<file path="config.mk">
export PLATFORM = sky130hd
export DESIGN_NAME = fft_addr_gen
export DESIGN_NICKNAME = d
export VERILOG_FILES = /design/src/rtl/fft_fsm_pkg.sv /design/src/rtl/fft_bfly_cnt.sv /design/src/rtl/fft_addr_gen.sv
export SDC_FILE = /design/constraint.sdc
export NUM_CORES = 1
export LEC_CHECK = 0
export BUFFER_PORTS_ARGS = -buffer_cell sky130_fd_sc_hd__buf_2
export CAP_MARGIN = 20
export CELL_PAD_IN_SITES_DETAIL_PLACEMENT = 0
export CELL_PAD_IN_SITES_GLOBAL_PLACEMENT = 1
export CORE_ASPECT_RATIO = 1.25
export CORE_MARGIN = 5
export CORE_UTILIZATION = 36
export CTS_BUF_LIST = sky130_fd_sc_hd__clkbuf_4 sky130_fd_sc_hd__clkbuf_8
export CTS_CLUSTER_DIAMETER = 200
export DETAILED_ROUTE_END_ITERATION = 16
export GPL_TIMING_DRIVEN = 0
export PLACE_DENSITY = 0.76
export SLEW_MARGIN = 15
export SYNTH_ARGS = -nofsm -noshare
export SYNTH_HDL_FRONTEND = slang
export SYNTH_SLANG_ARGS = --single-unit
export TNS_END_PERCENT = 100
</file>
<file path="constraint.sdc">
create_clock -name clk_i -period 2.02 [get_ports clk_i]
set_clock_uncertainty 0.1 [all_clocks]
set_input_delay 0.101 -clock clk_i [delete_from_list [all_inputs] [get_ports clk_i]]
set_output_delay 0.101 -clock clk_i [all_outputs]
set_load 0.005 [all_outputs]
</file>
<file path="src/rtl/fft_fsm_pkg.sv">
// Shared FFT control types: FSM state encoding, default transform size and
// the bit-reversal helper used for sample-load addressing.
package fft_fsm_pkg;

  typedef enum logic [2:0] {
    IDLE           = 3'd0,
    ACTIVE_WRITE   = 3'd1,
    READ_1         = 3'd2,
    READ_2         = 3'd3,
    COMPUTE        = 3'd4,
    WRITE_RESULT_1 = 3'd5,
    WRITE_RESULT_2 = 3'd6,
    DONE           = 3'd7
  } state_fsm;

  localparam int FFT_N     = 16;
  localparam int FFT_LOG2N = 4;

  // Reverses the low w bits of v; bits at or above w come back as zero.
  function automatic logic [31:0] bitrev(input logic [31:0] v, input int w);
    logic [31:0] r;
    r = 32'd0;
    for (int i = 0; i < 32; i++) begin
      if (i < w) begin
        r = r | (((v >> i) & 32'd1) << (w - 1 - i));
      end else begin
        r = r;
      end
    end
    return r;
  endfunction

endpackage

</file>
<file path="src/rtl/fft_bfly_cnt.sv">
// Stage/butterfly counter for the radix-2 DIT schedule. Advances once per
// retired butterfly and wraps to stage 0, butterfly 0 after the last one.
module fft_bfly_cnt
  import fft_fsm_pkg::*;
#(
  parameter  int N_POINTS = FFT_N,
  localparam int ADDR_W   = $clog2(N_POINTS),
  localparam int SW       = $clog2(ADDR_W),
  localparam int BW       = ADDR_W - 1
) (
  input  logic          clk_i,
  input  logic          rst_i,
  input  logic          clr_i,
  input  logic          adv_i,
  output logic [SW-1:0] stage_o,
  output logic [BW-1:0] bfly_o,
  output logic          last_o
);

  localparam logic [BW-1:0] BFLY_MAX  = BW'(N_POINTS / 2 - 1);
  localparam logic [SW-1:0] STAGE_MAX = SW'(ADDR_W - 1);

  logic [SW-1:0] r_stage;
  logic [BW-1:0] r_bfly;
  logic          w_bfly_end;

  assign w_bfly_end = (r_bfly == BFLY_MAX);
  assign last_o     = w_bfly_end && (r_stage == STAGE_MAX);
  assign stage_o    = r_stage;
  assign bfly_o     = r_bfly;

  always_ff @(posedge clk_i or posedge rst_i) begin
    if (rst_i) begin
      r_stage <= '0;
      r_bfly  <= '0;
    end else if (clr_i) begin
      r_stage <= '0;
      r_bfly  <= '0;
    end else if (adv_i) begin
      if (last_o) begin
        r_stage <= '0;
        r_bfly  <= '0;
      end else if (w_bfly_end) begin
        r_stage <= r_stage + SW'(1);
        r_bfly  <= '0;
      end else begin
        r_bfly  <= r_bfly + BW'(1);
      end
    end
  end

endmodule

</file>
<file path="src/rtl/fft_addr_gen.sv">
// FFT address/sequencing generator: sample-load and butterfly addressing,
// twiddle index, and the completion flags consumed by the control FSM.
module fft_addr_gen
  import fft_fsm_pkg::*;
#(
  parameter  int N_POINTS = FFT_N,
  parameter  int RD_LAT   = 1,
  localparam int ADDR_W   = $clog2(N_POINTS),
  localparam int SW       = $clog2(ADDR_W),
  localparam int TW       = ADDR_W - 1,
  localparam int RW       = (RD_LAT > 1) ? $clog2(RD_LAT) : 1
) (
  input  logic              clk_i,
  input  logic              rst_i,
  input  state_fsm          state_i,
  input  logic              en_cnt_samples_i,
  input  logic              wr_mem_i,
  output logic [ADDR_W-1:0] rd_addr_o,
  output logic [ADDR_W-1:0] wr_addr_o,
  output logic              mem_we_o,
  output logic [TW-1:0]     tw_idx_o,
  output logic [SW-1:0]     stage_o,
  output logic              end_samples_o,
  output logic              end_read_1_o,
  output logic              end_read_2_o,
  output logic              end_write_1_o,
  output logic              end_algo_o
);

  logic [ADDR_W-1:0] r_smp_cnt;
  logic [RW-1:0]     r_rd_wait;
  logic              r_wr_sub;

  logic [SW-1:0]     w_stage;
  logic [ADDR_W-2:0] w_bfly;
  logic              w_last;
  logic              w_clr;
  logic              w_in_read;
  logic              w_rd_done;
  logic              w_end_algo;
  logic [ADDR_W-1:0] w_bfly_ext;
  logic [ADDR_W-1:0] w_half;
  logic [ADDR_W-1:0] w_pos;
  logic [ADDR_W-1:0] w_grp;
  logic [ADDR_W-1:0] w_addr_a;
  logic [ADDR_W-1:0] w_addr_b;
  logic [SW-1:0]     w_tw_sh;
  logic [TW-1:0]     w_tw;
  logic [ADDR_W-1:0] w_wr_rev;

  fft_bfly_cnt #(.N_POINTS(N_POINTS)) u_bfly_cnt (
    .clk_i   (clk_i),
    .rst_i   (rst_i),
    .clr_i   (w_clr),
    .adv_i   (state_i == WRITE_RESULT_2),
    .stage_o (w_stage),
    .bfly_o  (w_bfly),
    .last_o  (w_last)
  );

  // IDLE, DONE and any unknown encoding hold the generator in its cleared state.
  always_comb begin
    w_clr = 1'b1;
    case (state_i)
      ACTIVE_WRITE, READ_1, READ_2, COMPUTE,
      WRITE_RESULT_1, WRITE_RESULT_2: w_clr = 1'b0;
      default:                        w_clr = 1'b1;
    endcase
  end

  assign w_in_read  = (state_i == READ_1) || (state_i == READ_2);
  assign w_rd_done  = w_in_read && (r_rd_wait == RW'(RD_LAT - 1));
  assign w_end_algo = (state_i == WRITE_RESULT_2) && w_last;

  // grp*2*half + pos is formed as (grp << stage) << 1 so the shift never overflows stage.
  assign w_bfly_ext = {1'b0, w_bfly};
  assign w_half     = ADDR_W'(1) << w_stage;
  assign w_pos      = w_bfly_ext & (w_half - ADDR_W'(1));
  assign w_grp      = w_bfly_ext >> w_stage;
  assign w_addr_a   = ((w_grp << w_stage) << 1) | w_pos;
  assign w_addr_b   = w_addr_a + w_half;
  assign w_tw_sh    = SW'(ADDR_W - 1) - w_stage;
  assign w_tw       = TW'(w_pos) << w_tw_sh;
  assign w_wr_rev   = ADDR_W'(bitrev(32'(r_smp_cnt), ADDR_W));
  assign stage_o    = w_stage;

  // Load counter and read/write sub-step counters.
  always_ff @(posedge clk_i or posedge rst_i) begin
    if (rst_i) begin
      r_smp_cnt <= '0;
      r_rd_wait <= '0;
      r_wr_sub  <= 1'b0;
    end else if (w_clr || w_end_algo) begin
      r_smp_cnt <= '0;
      r_rd_wait <= '0;
      r_wr_sub  <= 1'b0;
    end else begin
      if ((state_i == ACTIVE_WRITE) && en_cnt_samples_i) begin
        r_smp_cnt <= r_smp_cnt + ADDR_W'(1);
      end
      if (w_in_read) begin
        r_rd_wait <= w_rd_done ? RW'(0) : (r_rd_wait + RW'(1));
      end
      if ((state_i == WRITE_RESULT_1) && wr_mem_i) begin
        r_wr_sub <= ~r_wr_sub;
      end
    end
  end

  // Per-state output muxing; anything not listed stays at zero.
  always_comb begin
    rd_addr_o     = '0;
    wr_addr_o     = '0;
    mem_we_o      = 1'b0;
    tw_idx_o      = '0;
    end_samples_o = 1'b0;
    end_read_1_o  = 1'b0;
    end_read_2_o  = 1'b0;
    end_write_1_o = 1'b0;
    end_algo_o    = 1'b0;
    case (state_i)
      ACTIVE_WRITE: begin
        wr_addr_o     = w_wr_rev;
        mem_we_o      = wr_mem_i;
        end_samples_o = en_cnt_samples_i && (r_smp_cnt == ADDR_W'(N_POINTS - 1));
      end
      READ_1: begin
        rd_addr_o    = w_addr_a;
        tw_idx_o     = w_tw;
        end_read_1_o = w_rd_done;
      end
      READ_2: begin
        rd_addr_o    = w_addr_b;
        tw_idx_o     = w_tw;
        end_read_2_o = w_rd_done;
      end
      COMPUTE: begin
        tw_idx_o = w_tw;
      end
      WRITE_RESULT_1: begin
        wr_addr_o     = r_wr_sub ? w_addr_b : w_addr_a;
        mem_we_o      = wr_mem_i;
        tw_idx_o      = w_tw;
        end_write_1_o = wr_mem_i && r_wr_sub;
      end
      WRITE_RESULT_2: begin
        tw_idx_o   = w_tw;
        end_algo_o = w_end_algo;
      end
      default: begin
        rd_addr_o = '0;
      end
    endcase
  end

endmodule

</file>
# Word level (Yosys, flattened, before mapping)
# Index checks and enable logic that the tools add are counted.
[word_totals]
rom_bits = 0
memories = 0
mem_bits_rw = 0
latchBits = 0
output_inout_bits = 19
input_bits = 7
register_bits = 11
wordCells = 76
[op_classes]
shifts = 4
add_sub_neg = 7
n_reduce_logical = 16
order_cmp = 0
n_mul = 0
bitwise_logic = 7
mux = 26
n_eq_ne = 11
div_mod_pow = 0
[op_table]
columns = ["operator", "count"]
rows = [
  ["$pmux 4 s2", 2],
  ["$mux 3", 5],
  ["$eq 3x3->1 const B", 4],
  ["$mux 1", 12],
  ["$mux 4", 3],
  ["$mux 2", 4],
  ["$logic_and 1x1->1", 7],
  ["$eq 3x2->1 const B", 2],
  ["$reduce_bool 2->1", 3],
  ["$reduce_or 6->1", 1],
  ["$reduce_or 5->1", 1],
  ["$add 4x1->4 const B", 1],
  ["$add 4x4->4", 1],
  ["$and 3x4->4", 1],
  ["$eq 4x4->1 const B", 1],
  ["$or 4x1->4", 1],
  ["$or 4x2->4", 1],
  ["$or 4x3->4", 1],
  ["$or 4x4->4", 1],
  ["$shl 1x2->4 const A", 1],
  ["$shl 4x2->3", 1],
  ["$shr 3x2->4", 1],
  ["$sub 4x1->4 const B", 1],
  ["$add 3x1->3 const B", 1],
  ["other kinds (12)", 14],
]

# Logic depth before layout (Yosys ltp)
# Gate-level depths: netlist of the first run.
[logic_depth]
ltp_word = 7
mapped_depth = 10
depth_no_buf = 10

# Modules after synthesis
# From an unflattened synthesis of the first run, not the netlist that was laid out.
[unflattened]
hier_cells = 128
hier_area_um2 = 1048.5
[by_module_without_submodules]
columns = ["module", "seq_area_each_um2", "cells_per_inst", "area_per_inst_um2", "instances"]
rows = [
  ["fft_addr_gen", 150.1, 104, 767.0, 1],
  ["fft_bfly_cnt", 125.1, 24, 281.5, 1],
]

# Least setup slack after synthesis of the first run
# Ideal clock, no wire load.
[synth_path]
kind = "register -> output"
from = "reg u_bfly_cnt.r_stage[0] (netlist: u_bfly_cnt.stage_o[0])"
to = "out wr_addr_o[2]"
path_stages_with_launch = 11
required_time_ns = 1.819
arrival_time_ns = 2.133
path_slack_ns = -0.314
n_path_buf = 0
path_cell_list = "dfrtp_1 > inv_2 > ha_1 > xnor2_1 > a32o_1 > inv_1 > fa_1 > xor2_1 > nand2_1 > o211ai_1 > a21oi_1"
[synth_between]
elab_chain_cells = 7
word_cells_on_any_way = 9
classes_between = "add/sub (2); shift (3); mux (2); bitwise (2)"
[synth_rtl]
columns = ["element", "line_no", "rtl"]
rows = [
  ["start: declaration", "fft_bfly_cnt.sv:23", "logic [SW-1:0] r_stage;"],
  ["start signal: assignment", "fft_bfly_cnt.sv:44", "r_stage <= r_stage + SW'(1);"],
  ["$shl 1x2->4", "fft_addr_gen.sv:77", "assign w_half = ADDR_W'(1) << w_stage;"],
  ["$sub 4x1->4", "fft_addr_gen.sv:78", "assign w_pos = w_bfly_ext & (w_half - ADDR_W'(1));"],
  ["$and 3x4->4", "fft_addr_gen.sv:78", ""],
  ["$or 4x4->4", "fft_addr_gen.sv:80", "assign w_addr_a = ((w_grp << w_stage) << 1) | w_pos;"],
  ["$add 4x4->4", "fft_addr_gen.sv:81", "assign w_addr_b = w_addr_a + w_half;"],
  ["$mux 4 *", "fft_addr_gen.sv:141", "wr_addr_o = r_wr_sub ? w_addr_b : w_addr_a;"],
  ["$pmux 4 s2 *", "fft_addr_gen.sv:121", "case (state_i)"],
  ["end: declaration", "fft_addr_gen.sv:19", "output logic [ADDR_W-1:0] wr_addr_o,"],
]
# Every way passes the cells marked *; elsewhere a longest branch is shown, timed or not.

# Worst setup path in the final report of the first run
[layout_path]
from = "reg u_bfly_cnt.r_stage[0] (netlist: u_bfly_cnt.stage_o[0])"
to = "out wr_addr_o[3]"
# The elaborated chain is that of the path after synthesis.

==> results.md, run 1 <==
GRT:
- The via count of the first global-routing pass is 1000.
- The global routing met1 resource utilization is 18.2%.
- For this run, global-route usage on met2 was measured as 24.0%.
- The wire length of the first global-routing pass is between 4 and 5 mm.
- The number of antenna violations at the first check in global routing is 0.
- The overall fraction of global-route tracks in use is 14.4%.
- The pin count of the biggest net entering global routing is 12.
- The peak-usage layer in the global routing report is met2.
- The global-route met3 utilization is 2.77%.
- For this run the aggregate overflow at the end of global routing stands at 0.

Worst setup path:
- The worst setup path is of the flop to output pin kind.
- The worst setup path is captured at an output pin.
- Of all nets on the critical path, the largest fanout is 6.
- For the worst setup path, the data arrival time is 2.34 ns.
- The kind of start point of the critical path is a flop.
- The worst endpoint required time is 1.82 ns.

Placement:
- The HPWL after detailed placement is 2.08 mm.
- The routability congestion estimate from global placement is between 0.7 and 0.8.
- In this run, placement finished with an instance count of 190.
- The port buffer count is 25.
- The post-place instance area is between 0.001 and 0.0015 mm2.

CTS:
- TritonCTS built the clock tree.
- Clock latency on the worst-skew pair, taken at its later pin, is approximately 0.27 ns.
- The sink count of the clock tree is 11.
- CTS built an H-tree with a depth of 1.
- The worst-case clock buffer depth is 2.
- Counting the buffers created by CTS gives 3.
- The library cell used as clock root buffer is sky130_fd_sc_hd__clkbuf_4.
- The clock input transition at the sequential cells of the worst setup and hold paths is 0.08 ns.

Cells and area:
- The number of diodes added for antenna fixing is 0.
- The filler cell count in the final layout is 302.
- After routing the design area is 0.00148 mm2.
- Summing all multi-input logic gate instances after layout gives ~800 um2.
- The share of post-route cells with drive strength above 1 is between 30 and 40%.
- Across the whole layout, storage elements account for around 280 um2.
- The final net count is approximately 190.
- The layout overhead on the synthesized area is 40.7%.
- The final standard cell count with taps included and fillers excluded is approximately 210.

STA:
- For the finished layout, the period the worst path requires is 2.54 ns.
- The count of final max-slew check failures was 0.
- Setup violations remaining at the end of the flow were counted as 7.
- The worst path uses 126% of the clock period.
- Headroom to the max-slew limit came out at 65.8%.
- The setup slack of the critical path after layout is -0.521 ns.
- Setup repair after global routing could not meet its margin everywhere.
- Static timing analysis puts the maximum clock frequency at between 300 and 400 MHz.
- The transition time at the pin with the least slew margin is a little over 0.5 ns.
- The count of endpoints failing hold in the final timing report is 0.

Power:
- The power density normalized to cell area is 388 mW/mm2.
- For this design the static power due to leakage is 0.717 nW.
- The largest voltage drop on the vdd net is ~0.00019 V.
- The total power after layout is 0.576 mW.

Logic synthesis:
- The number of nets handed over by synthesis was between 100 and 150.
- The leading area contributor after synthesis is sky130_fd_sc_hd__dfrtp_1.
- The total of flip-flops plus latches after synthesis is 11.
- For this run, the leading register cell type out of synthesis is sky130_fd_sc_hd__dfrtp_1.
- The top-area cell type share of the netlist area is 26.1%.
- In the post-synthesis netlist, the biggest area contributors are sky130_fd_sc_hd__dfrtp_1 (26%), sky130_fd_sc_hd__ha_1 (12%), sky130_fd_sc_hd__nor2_1 (5.0%).
- Synthesis instantiated 39 different standard cells from the library.
- The count of yosys warnings during synthesis is 0.
- Synthesis produced a netlist whose cell count is 129.
- For this run, asynchronously set or reset flops after synthesis account for 100%.
- The number of synthesized flops with an enable pin is 0.
- Sequential cells were found to cover around a quarter of the synthesized design area.
- After synthesis, the mean cell area works out to between 8 and 9 um2.
- The synthesized cell area is 0.00105 mm2.

Run status:
- The run finished, with violations left.
- The checks that failed: setup timing.

Job:
- The count of max-cap constraint violations is 0.

Worst hold path:
- The worst hold path belongs to the class input pin to flop.

Floorplanning:
- Measured along the x axis, the die boundary spans 58.4 um.
- The die covers 0.00411 mm2.
- In this run the vertical extent of the chip is between 70 and 80 um.
- The top-level I/O count is 26.
- The initial utilization of the core area, before any placement, comes to 36.5%.
- The number of cell rows is 22.
- The core area is 0.00289 mm2.

Routing:
- Summing over every cut layer, the via total after detailed routing is 1083.
- The residual antenna-violating net count after detailed routing is 0.
- The number of iterations in the first detailed-routing pass is 4.
- For this run, design rule violations remaining after detail routing come to 0.
- For this block, the initial DRC count from the detailed router was 18.
- The average detailed-routed wire length per instance is 13.5 um.
- The per-cell via count in the routed design is approximately 5.2.
- The wire length reported by the detailed router is 2.82 mm.
layer usage:
metal	wire length, um	vias to the layer above
li1	-	537
met1	1290	513
met5	0	-
met4	34	0
met2	1370	29
met3	125	4
area by class of cell:
cell class,count,area share (%)
inverter,8,2.36
sequential,11,18.7
buffer,6,2.70
tap,36,3.04
timing repair buffer,39,16.5
multi-input combinational,104,54.6
clock buffer,4,2.03
critical path: stages (launching register included):
cell and delay (ns):
sky130_fd_sc_hd__dfrtp_2 0.46, sky130_fd_sc_hd__inv_4 0.06, sky130_fd_sc_hd__ha_4 0.16, sky130_fd_sc_hd__xnor2_2 0.12, sky130_fd_sc_hd__a32o_2 0.25, sky130_fd_sc_hd__buf_12 0.13
sky130_fd_sc_hd__ha_4 0.15, sky130_fd_sc_hd__a21oi_4 0.13, sky130_fd_sc_hd__xnor2_2 0.16, sky130_fd_sc_hd__nand3_1 0.11, sky130_fd_sc_hd__a31oi_1 0.19, sky130_fd_sc_hd__buf_2 0.13
synthesized netlist by cell type (2+ instances only):
library cell               number
sky130_fd_sc_hd__nor2_1        14
sky130_fd_sc_hd__dfrtp_1       11
sky130_fd_sc_hd__ha_1          10
sky130_fd_sc_hd__nand2_1       10
sky130_fd_sc_hd__a21oi_1        7
sky130_fd_sc_hd__nand3_1        7
sky130_fd_sc_hd__o21ai_1        7
sky130_fd_sc_hd__inv_1          6
sky130_fd_sc_hd__a22o_1         5
sky130_fd_sc_hd__nand2b_1       5
sky130_fd_sc_hd__a21o_1         4
sky130_fd_sc_hd__xor2_1         4
sky130_fd_sc_hd__and2_1         3
sky130_fd_sc_hd__xnor2_1        3
sky130_fd_sc_hd__a211oi_1       2
sky130_fd_sc_hd__a31oi_1        2
sky130_fd_sc_hd__buf_2          2
sky130_fd_sc_hd__buf_4          2
sky130_fd_sc_hd__inv_2          2
sky130_fd_sc_hd__mux2i_1        2
sky130_fd_sc_hd__nor3_1         2
sky130_fd_sc_hd__o211ai_1       2
through the flow:
stage | setup slack [ns] | util, % | TNS, ns | hold slack (ns)
2_1_floorplan | -0.0275 | - | -0.0275 | -0.147
3_3_place_gp | -0.358 | 45.0 | -1.59 | 0.0209
3_5_place_dp | -0.361 | 45.0 | -1.69 | 0.0322
4_1_cts | -0.565 | 49.4 | -3.03 | 0.0991
5_1_grt | -0.673 | 51.3 | -3.90 | 0.118
6_report | -0.521 | 51.3 | -2.72 | 0.102
cell usage in the layout (no fill, tap or decap), types with 3 or more instances in the layout:
master	Yosys	routed
sky130_fd_sc_hd__ha_1	10	6
sky130_fd_sc_hd__inv_1	6	5
sky130_fd_sc_hd__dfrtp_1	11	9
sky130_fd_sc_hd__nor2_1	14	14
sky130_fd_sc_hd__o21ai_1	7	8
sky130_fd_sc_hd__nand3_1	7	7
sky130_fd_sc_hd__buf_2	2	27
sky130_fd_sc_hd__nand2_1	10	10
sky130_fd_sc_hd__a22o_1	5	5
sky130_fd_sc_hd__and2_1	3	3
sky130_fd_sc_hd__buf_4	2	14
sky130_fd_sc_hd__ha_4	0	4
sky130_fd_sc_hd__nand2b_1	5	5
sky130_fd_sc_hd__clkbuf_4	0	4
sky130_fd_sc_hd__xor2_1	4	3
sky130_fd_sc_hd__a21o_1	4	4
sky130_fd_sc_hd__a21oi_1	7	5
logic make-up after synthesis:
logic type                 after synthesis  synth area share [%]
muxes                                    2                  1.90
adders and majority gates               11                  13.8
AOI/OAI and AO/OA                       33                  20.9
other                                    1                 0.356
DFF                                     11                  26.1
buffers and inverters                   14                  6.65
and+or+nand+nor                         50                  24.5
xor gates and xnor gates                 7                  5.82
path summary, 6_finish.rpt:
check	from	end	slack, ns	cells after the start
setup / recovery	u_bfly_cnt.stage_o[0]	wr_addr_o[3]	-0.52	11
hold / removal	wr_mem_i	r_wr_sub	0.10	4
setup reg to reg	u_bfly_cnt.bfly_o[0]	u_bfly_cnt.bfly_o[0]	0.28	5
hold reg to reg	r_rd_wait	r_rd_wait	0.42	2
max in group asynchronous	rst_i	u_bfly_cnt.stage_o[1]	1.22	3
min in group asynchronous	rst_i	u_bfly_cnt.bfly_o[2]	0.27	3
sequential cells by signal, indices dropped and copies added (netlist names):
signal,flops
r_rd_wait,1
u_bfly_cnt.bfly_o,3
r_wr_sub,1
r_smp_cnt,4
u_bfly_cnt.stage_o,2
power breakdown:
group	total (mW)	leakage, nW	internal [mW]	switching, mW
Combinational	0.162	0.551	0.0753	0.0866
Clock	0.170	0.0184	0.0899	0.0796
Sequential	0.244	0.148	0.231	0.0131
Total	0.576	0.717	0.396	0.179
what timing repair did:
action / CTS / global route
hold endpoints to repair: 11 / 0
pin swaps: 12 / 7
hold buffers: 1 / 0
setup endpoints to repair: 6 / 7
resized for setup: 3 / 3
buffers inserted: 8 / 5
(Power assumes the default switching activity.)
==> run 2, diff against run 1 <==
- SKIP_LAST_GASP: default -> 1
==> run 2 against run 1 <==
  * Non-clock buffer count unchanged
  * Clock power about the same
  * Worst setup slack got worse by 0.0026 ns
  * Core utilization unchanged
  * Global-route usage unchanged
  * Wire length increased by 0.28%
  * The run still ends with setup timing left
  * Combinational power about the same
  * Sequential power about the same
==> results.md, run 2 (same netlist as run 1, synthesis figures left out) <==
Placement:
- The routability congestion estimate from global placement is 0.797.
- In this run, placement finished with an instance count of 190.
- The HPWL after detailed placement is 2.08 mm.
- Input and output buffers added on the ports amount to 25.

Run status:
- The final reports fail on setup timing.
- The flow ran to the end, but the final reports show violations.

CTS:
- The total CTS buffers is 3.
- The clock tree from TritonCTS is built.
- In this run the deepest clock path goes through 2 buffers.
- For the worst-skew pair, the clock arrives at the later sink with an insertion delay of 0.27 ns.
- In this run the number of H-tree levels came out at 1.
- The library cell used as clock root buffer is sky130_fd_sc_hd__clkbuf_4.
- Clock-pin slew was measured on the worst setup and hold paths at approximately 0.08 ns.
- CTS saw 11 sinks.

Floorplanning:
- The core region is 0.00289 mm2.
- The floorplan has 22 rows.
- The die is 70.5 um tall.
- For this configuration, the core starts out at a cell density of 36.5%.
- The overall die area is 0.00411 mm2.
- The top-level I/O count is 26.
- The die is slightly below 60 um wide.

Worst setup path:
- STA classifies the critical path endpoint as an output pin.
- The data arrival time of the critical path is 2.34 ns.
- The kind of start point of the critical path is a flop.
- The kind of critical path is flop to output pin.
- Data on the critical path is required at its endpoint by 1.82 ns.
- The maximum net fanout on the critical path is 6.

Cells and area:
- The final standard cell count with taps included and fillers excluded is 208.
- The number of flip-flops in the largest register is 4.
- At the end of the flow the core is filled with cells to about half.
- The top cell types in the final layout, fill and taps aside, are sky130_fd_sc_hd__buf_2 (27), sky130_fd_sc_hd__buf_4 (14), sky130_fd_sc_hd__nor2_1 (14).
- The final net count is about 190.
- The layout has around 300 filler cells.
- The share of post-route cells with drive strength above 1 is between 30% and 40%.
- The register ranked first by flip-flop count is r_smp_cnt.
- The repair_antennas step left the layout with diodes totalling 0.
- The leading cell type in the layout, fill and taps excluded is sky130_fd_sc_hd__buf_2.
- The layout overhead on the synthesized area is 40.7%.

Power:
- The largest voltage drop on the vdd net is 0.000186 V.
- The leakage component of the power is 0.717 nW.
- The total power after layout is 0.576 mW.
- The power density normalized to cell area is 388 mW/mm2.

STA:
- Setup violations remaining at the end of the flow were counted as 7.
- The achievable clock frequency is 393 MHz.
- In the finished design, the share of the clock period the worst path needs comes to 126%.
- Headroom to the max-slew limit came out at 65.8%.
- The transition time at the pin with the least slew margin is 0.509 ns.
- Setup repair after global routing could not meet its margin everywhere.
- The count of final max-slew check failures came to 0.
- The setup slack of the critical path after layout is -0.524 ns.
- The final critical delay including setup and external delays is between 2 and 3 ns.
- The count of endpoints failing hold in the final timing report came to 0.

GRT:
- The first global-routing pass estimated 4.67 mm of wire.
- The via count of the first global-routing pass is 1000.
- Entering global routing, the biggest net connects 12 pins.
- The overall fraction of global-route tracks in use is 14.4%.
- Summed over all layers, the global routing overflow is 0.
- The number of antenna violations at the first check in global routing is 0.

Routing:
- The violation count after the first detailed-route iteration is 21.
- The residual antenna-violating net count after detailed routing is 0.
- After detailed routing, the number of vias per cell comes to a little over 5.
- The wire length reported by the detailed router is 2.83 mm.
- The average detailed-routed wire length per instance is 13.6 um.
- The number of iterations in the first detailed-routing pass is 4.
- Across all layers, the routed design uses 1079 vias.
- The number of remaining DRC errors is 0.

Worst hold path:
- The worst min-delay path class is input pin to flop.

Job:
- The count of max-cap constraint violations is 0.
## run 2: cell counts in the layout (fill, tap and decap cells not counted)
No cell type changed its count.
## run 2: final timing paths
| path | startpoint | to | slack [ns] | cells after the start |
|---|---|---|---|---|
| hold / removal | wr_mem_i | r_wr_sub | 0.10 | 4 |
| setup / recovery | u_bfly_cnt.stage_o[0] | wr_addr_o[3] | -0.52 | 11 |
| hold reg to reg | r_rd_wait | r_rd_wait | 0.42 | 2 |
| min in group asynchronous | rst_i | u_bfly_cnt.bfly_o[2] | 0.27 | 3 |
| setup reg to reg | u_bfly_cnt.bfly_o[0] | u_bfly_cnt.bfly_o[0] | 0.28 | 5 |
| max in group asynchronous | rst_i | u_bfly_cnt.stage_o[1] | 1.22 | 3 |
## run 2: repair_timing
item | 4_1_cts | 5_1_grt
buffers inserted | 8 | 5
endpoints found under the setup margin | 6 | 7
cloned | 0 | 0
endpoints found under the hold margin | 11 | 0
hold buffers | 1 | 0
pin swaps | 12 | 6
gates resized for setup | 3 | 3
## run 2: area by class of cell
cell class	count	area, um2	share of cell area, %
clock buffer	4	30.0	2.03
inverter	8	35.0	2.36
sequential	11	278	18.7
tap	36	45.0	3.04
multi-input combinational	104	810	54.6
buffer	6	40.0	2.70
timing repair buffer	39	245	16.5
## run 2: power by group
group / leakage (nW) / switching, mW / internal (mW)
Clock: 0.0184 / 0.0796 / 0.0899
Combinational: 0.551 / 0.0867 / 0.0753
Sequential: 0.148 / 0.0131 / 0.231
## run 2: metrics by stage
| stage | cell area (um2) | TNS, ns | hold WS [ns] | setup slack (ns) |
|---|---|---|---|---|
| after floorplan | 1130 | -0.0275 | -0.147 | -0.0275 |
| after global placement | 1300 | -1.59 | 0.0209 | -0.358 |
| after detailed placement | 1300 | -1.69 | 0.0322 | -0.361 |
| after CTS | 1430 | -3.03 | 0.0991 | -0.565 |
| after global routing | 1480 | -3.92 | 0.118 | -0.673 |
| final | 1480 | -2.73 | 0.102 | -0.524 |
## run 2: critical path, cell delays in order (launching register included)
cell and delay [ns]:
sky130_fd_sc_hd__dfrtp_2 0.46, sky130_fd_sc_hd__inv_4 0.06, sky130_fd_sc_hd__ha_4 0.16, sky130_fd_sc_hd__xnor2_2 0.12, sky130_fd_sc_hd__a32o_2 0.25, sky130_fd_sc_hd__buf_12 0.13
sky130_fd_sc_hd__ha_4 0.15, sky130_fd_sc_hd__a21oi_4 0.13, sky130_fd_sc_hd__xnor2_2 0.16, sky130_fd_sc_hd__nand3_1 0.11, sky130_fd_sc_hd__a31oi_1 0.19, sky130_fd_sc_hd__buf_2 0.13
## run 2: per-layer routing
| metal | vias up | share of wire, % | GRT usage (%) | wire (um) |
|---|---|---|---|---|
| met2 | 27 | 48 | 24.0 | 1370 |
| met4 | 0 | 1.2 | 4.90 | 34 |
| met1 | 510 | 46 | 18.2 | 1300 |
| met5 | - | 0 | 0 | 0 |
| li1 | 538 | - | - | - |
| met3 | 4 | 4.4 | 2.77 | 124 |
==> run 3, diff against run 2 <==
- CORE_UTILIZATION: 36 -> 40
- PLACE_DENSITY: 0.76 -> 0.8
- clock period: 2.02 -> 2.85 ns (I/O delays scaled with it)
==> run 3 against run 2 <==
  * The flow now finishes without violations
  * Final area decreased by 11%
  * Clock power decreased by 29%
  * Worst setup slack improved by 0.69 ns
  * Core utilization increased by 2.1 points
  * Combinational power decreased by 39%
  * Register-to-register slack improved by 0.84 ns
  * Worst hold slack improved by 0.019 ns
  * Die area decreased by 8.5%
  * First-iteration DRC count increased by 9.5%
  * Final cell count decreased by 5.8%
  * Via count decreased by 5.2%
  * Critical path type unchanged
  * Largest cell class unchanged
==> results.md, run 3 (same netlist as run 1, synthesis figures left out) <==
Run status:
- The flow ran to the end, and the final reports show no timing, DRC or antenna violations.

Routing:
- The final layout contains routed wiring with a total length of 2.62 mm.
- The number of iterations in the first detailed-routing pass is 4.
- After detailed routing, the number of vias per cell comes to 5.22.
- The via count is 1023.
- For this block, the initial DRC count from the detailed router was 23.
- Once detail routing completed, the nets flagged for antenna violations numbered 0.
- After detailed routing, the average wire length per cell comes to between 10 and 15 um.
- In the routed design, unresolved DRC markers number 0.

Cells and area:
- The final standard cell count with taps included and fillers excluded is 196.
- In the final layout, the share of cells above drive strength 1 is 30.1%.
- The final core utilization is 53.4%.
- The number of antenna diodes in the final layout is 0.
- The register with the most flip-flops in the layout has 4 of them.
- The top cell types in the final layout, fill and taps aside, are sky130_fd_sc_hd__buf_2 (27), sky130_fd_sc_hd__nor2_1 (14), sky130_fd_sc_hd__nand2_1 (10).
- The final net count is 182.
- Compared with the post-synthesis result, the final layout area differs by 25.7%.
- The register ranked first by flip-flop count is r_smp_cnt.
- Leaving out fill and tap cells, the most frequent cell in the layout is sky130_fd_sc_hd__buf_2.

Floorplanning:
- The core area is roughly 0.0025 mm2.
- After floorplanning, the core was divided into 20 placement rows.
- The overall die area is 0.00377 mm2.
- The top-level I/O count is 26.
- The x dimension of the die is 55.9 um.
- The vertical extent of the die is 67.4 um.
- For this configuration, the core starts out at a cell density of 42.5%.

Placement:
- The port buffer count is 25.
- The routability congestion estimate from global placement is 0.773.
- The HPWL after detailed placement is approximately 2 mm.
- The placement-stage worst setup slack is 0.180 ns.
- The number of placed instances with taps included is approximately 190.

Power:
- IR analysis of the VDD net gives a maximum drop of 0.000205 V.
- In this run the static leakage power is ~0.66 nW.
- The total power after layout is 0.391 mW.
- For this design the ratio of total power to cell area is between 200 and 300 mW/mm2.

CTS:
- In this run the clock root is driven by a sky130_fd_sc_hd__clkbuf_4.
- The total CTS buffers is 3.
- TritonCTS built the clock tree.
- The later pin in the worst-skew pair is clocked with a latency of 0.27 ns.
- The number of levels the H-tree was split into is 1.
- The clock input transition at the sequential cells of the worst setup and hold paths is 0.07 ns.
- Counting along the longest clock path gives a buffer depth of 2.
- The sink count of the clock tree is 11.

Worst setup path:
- The kind of start point of the critical path is a flop.
- Of all nets on the critical path, the largest fanout is 5.
- The data arrival time of the critical path is about 2.4 ns.
- The sort of element at the end of the critical path is an output pin.
- The critical path is of the flop to output pin type.
- The critical path startpoint is u_bfly_cnt.stage_o[1].
- At the worst endpoint, the required time is approximately 2.6 ns.
- The worst flop-to-flop path startpoint is u_bfly_cnt.bfly_o[0].

STA:
- In this run the tightest slew margin relative to its limit is 66.9%.
- Dividing the final minimum period by the clock period gives ~94%.
- At the pin with the least slew margin, the transition time is 0.494 ns.
- Counting I/O delays and the setup requirement, the final critical path takes 2.68 ns.
- The count of final max-slew check failures is 0.
- The number of endpoints failing setup at the final stage is 0.
- The count of endpoints failing hold in the final timing report is 0.
- The achievable clock frequency is 373 MHz.
- Setup repair after global routing could not meet its margin everywhere.
- The setup slack of the critical path after layout is 0.171 ns.

Worst hold path:
- The worst hold path startpoint is wr_mem_i.
- The worst min-delay path class is input pin to flop.

GRT:
- The overall fraction of global-route tracks in use is between 10% and 20%.
- The pin count of the biggest net entering global routing is 12.
- The sum of overflow across all layers after global routing is 0.
- The first global-routing pass estimated 4.61 mm of wire.
- The via count of the first global-routing pass is 1028.
- The number of antenna violations at the first check in global routing came to 0.

Job:
- Across the run, the number of max-cap violations was 0.
## run 3: cell count changes in the layout (fill, tap and decap cells not counted), sizes merged
cell | before | now
buf | 43 | 34
## run 3: through the flow
| stage | hold WS (ns) | area (um2) | setup TNS, ns |
|---|---|---|---|
| 6_report | 0.121 | 1320 | 0 |
| 5_1_grt | 0.147 | 1320 | -0.0132 |
| 4_1_cts | 0.116 | 1280 | 0 |
| 3_5_place_dp | 0.0654 | 1220 | 0 |
| 3_3_place_gp | 0.0576 | 1220 | 0 |
| 2_1_floorplan | -0.105 | 1050 | 0 |
## run 3: area by class of cell
| type | instances | area (um2) |
|---|---|---|
| inverters | 8 | 30.0 |
| repair buffers | 30 | 165 |
| flip-flops and latches | 11 | 278 |
| plain buffers | 6 | 40.0 |
| well taps | 33 | 41.3 |
| clock buffers | 4 | 30.0 |
| fillers | 253 | 1150 |
| multi-input cells | 104 | 739 |
## run 3: worst max-delay path, stage by stage (launching register included)
cell	delay, ns
sky130_fd_sc_hd__dfrtp_2	0.42
sky130_fd_sc_hd__inv_2	0.11
sky130_fd_sc_hd__ha_2	0.23
sky130_fd_sc_hd__xnor2_2	0.13
sky130_fd_sc_hd__a32o_2	0.18
sky130_fd_sc_hd__inv_1	0.06
sky130_fd_sc_hd__fa_1	0.40
sky130_fd_sc_hd__xor2_1	0.18
sky130_fd_sc_hd__nand2_1	0.07
sky130_fd_sc_hd__o211ai_1	0.09
sky130_fd_sc_hd__a21oi_1	0.15
sky130_fd_sc_hd__buf_2	0.14
## run 3: path summary, 6_finish.rpt
path	to	slack [ns]	depth (start not counted)
setup / recovery	wr_addr_o[2]	0.17	11
hold / removal	r_wr_sub	0.12	4
setup reg to reg	u_bfly_cnt.bfly_o[1]	1.12	5
hold reg to reg	r_rd_wait	0.42	2
max in group asynchronous	u_bfly_cnt.stage_o[1]	2.02	3
min in group asynchronous	r_wr_sub	0.31	3
## run 3: per-layer routing
metal / up-vias / GRT usage [%] / routed length (um)
met3: 5 / 2.87 / 80
met5: - / 0 / 0
met1: 480 / 16.5 / 1110
li1: 522 / - / -
met2: 16 / 30.2 / 1360
met4: 0 / 8.01 / 61
## run 3: power by group
part           switching, mW  internal, mW  leakage (nW)
logic                 0.0548        0.0436         0.497
clock network         0.0559        0.0639        0.0184
registers            0.00895         0.164         0.148
## run 3: repair_timing
| item | CTS | global route |
|---|---|---|
| pin swaps | 0 | 2 |
| endpoints found under the setup margin | 5 | 5 |
| endpoints found under the hold margin | 11 | 0 |
| gates resized for setup | 3 | 5 |
| setup buffers | 2 | 2 |
| hold buffers | 1 | 0 |
| gates cloned | 0 | 0 |
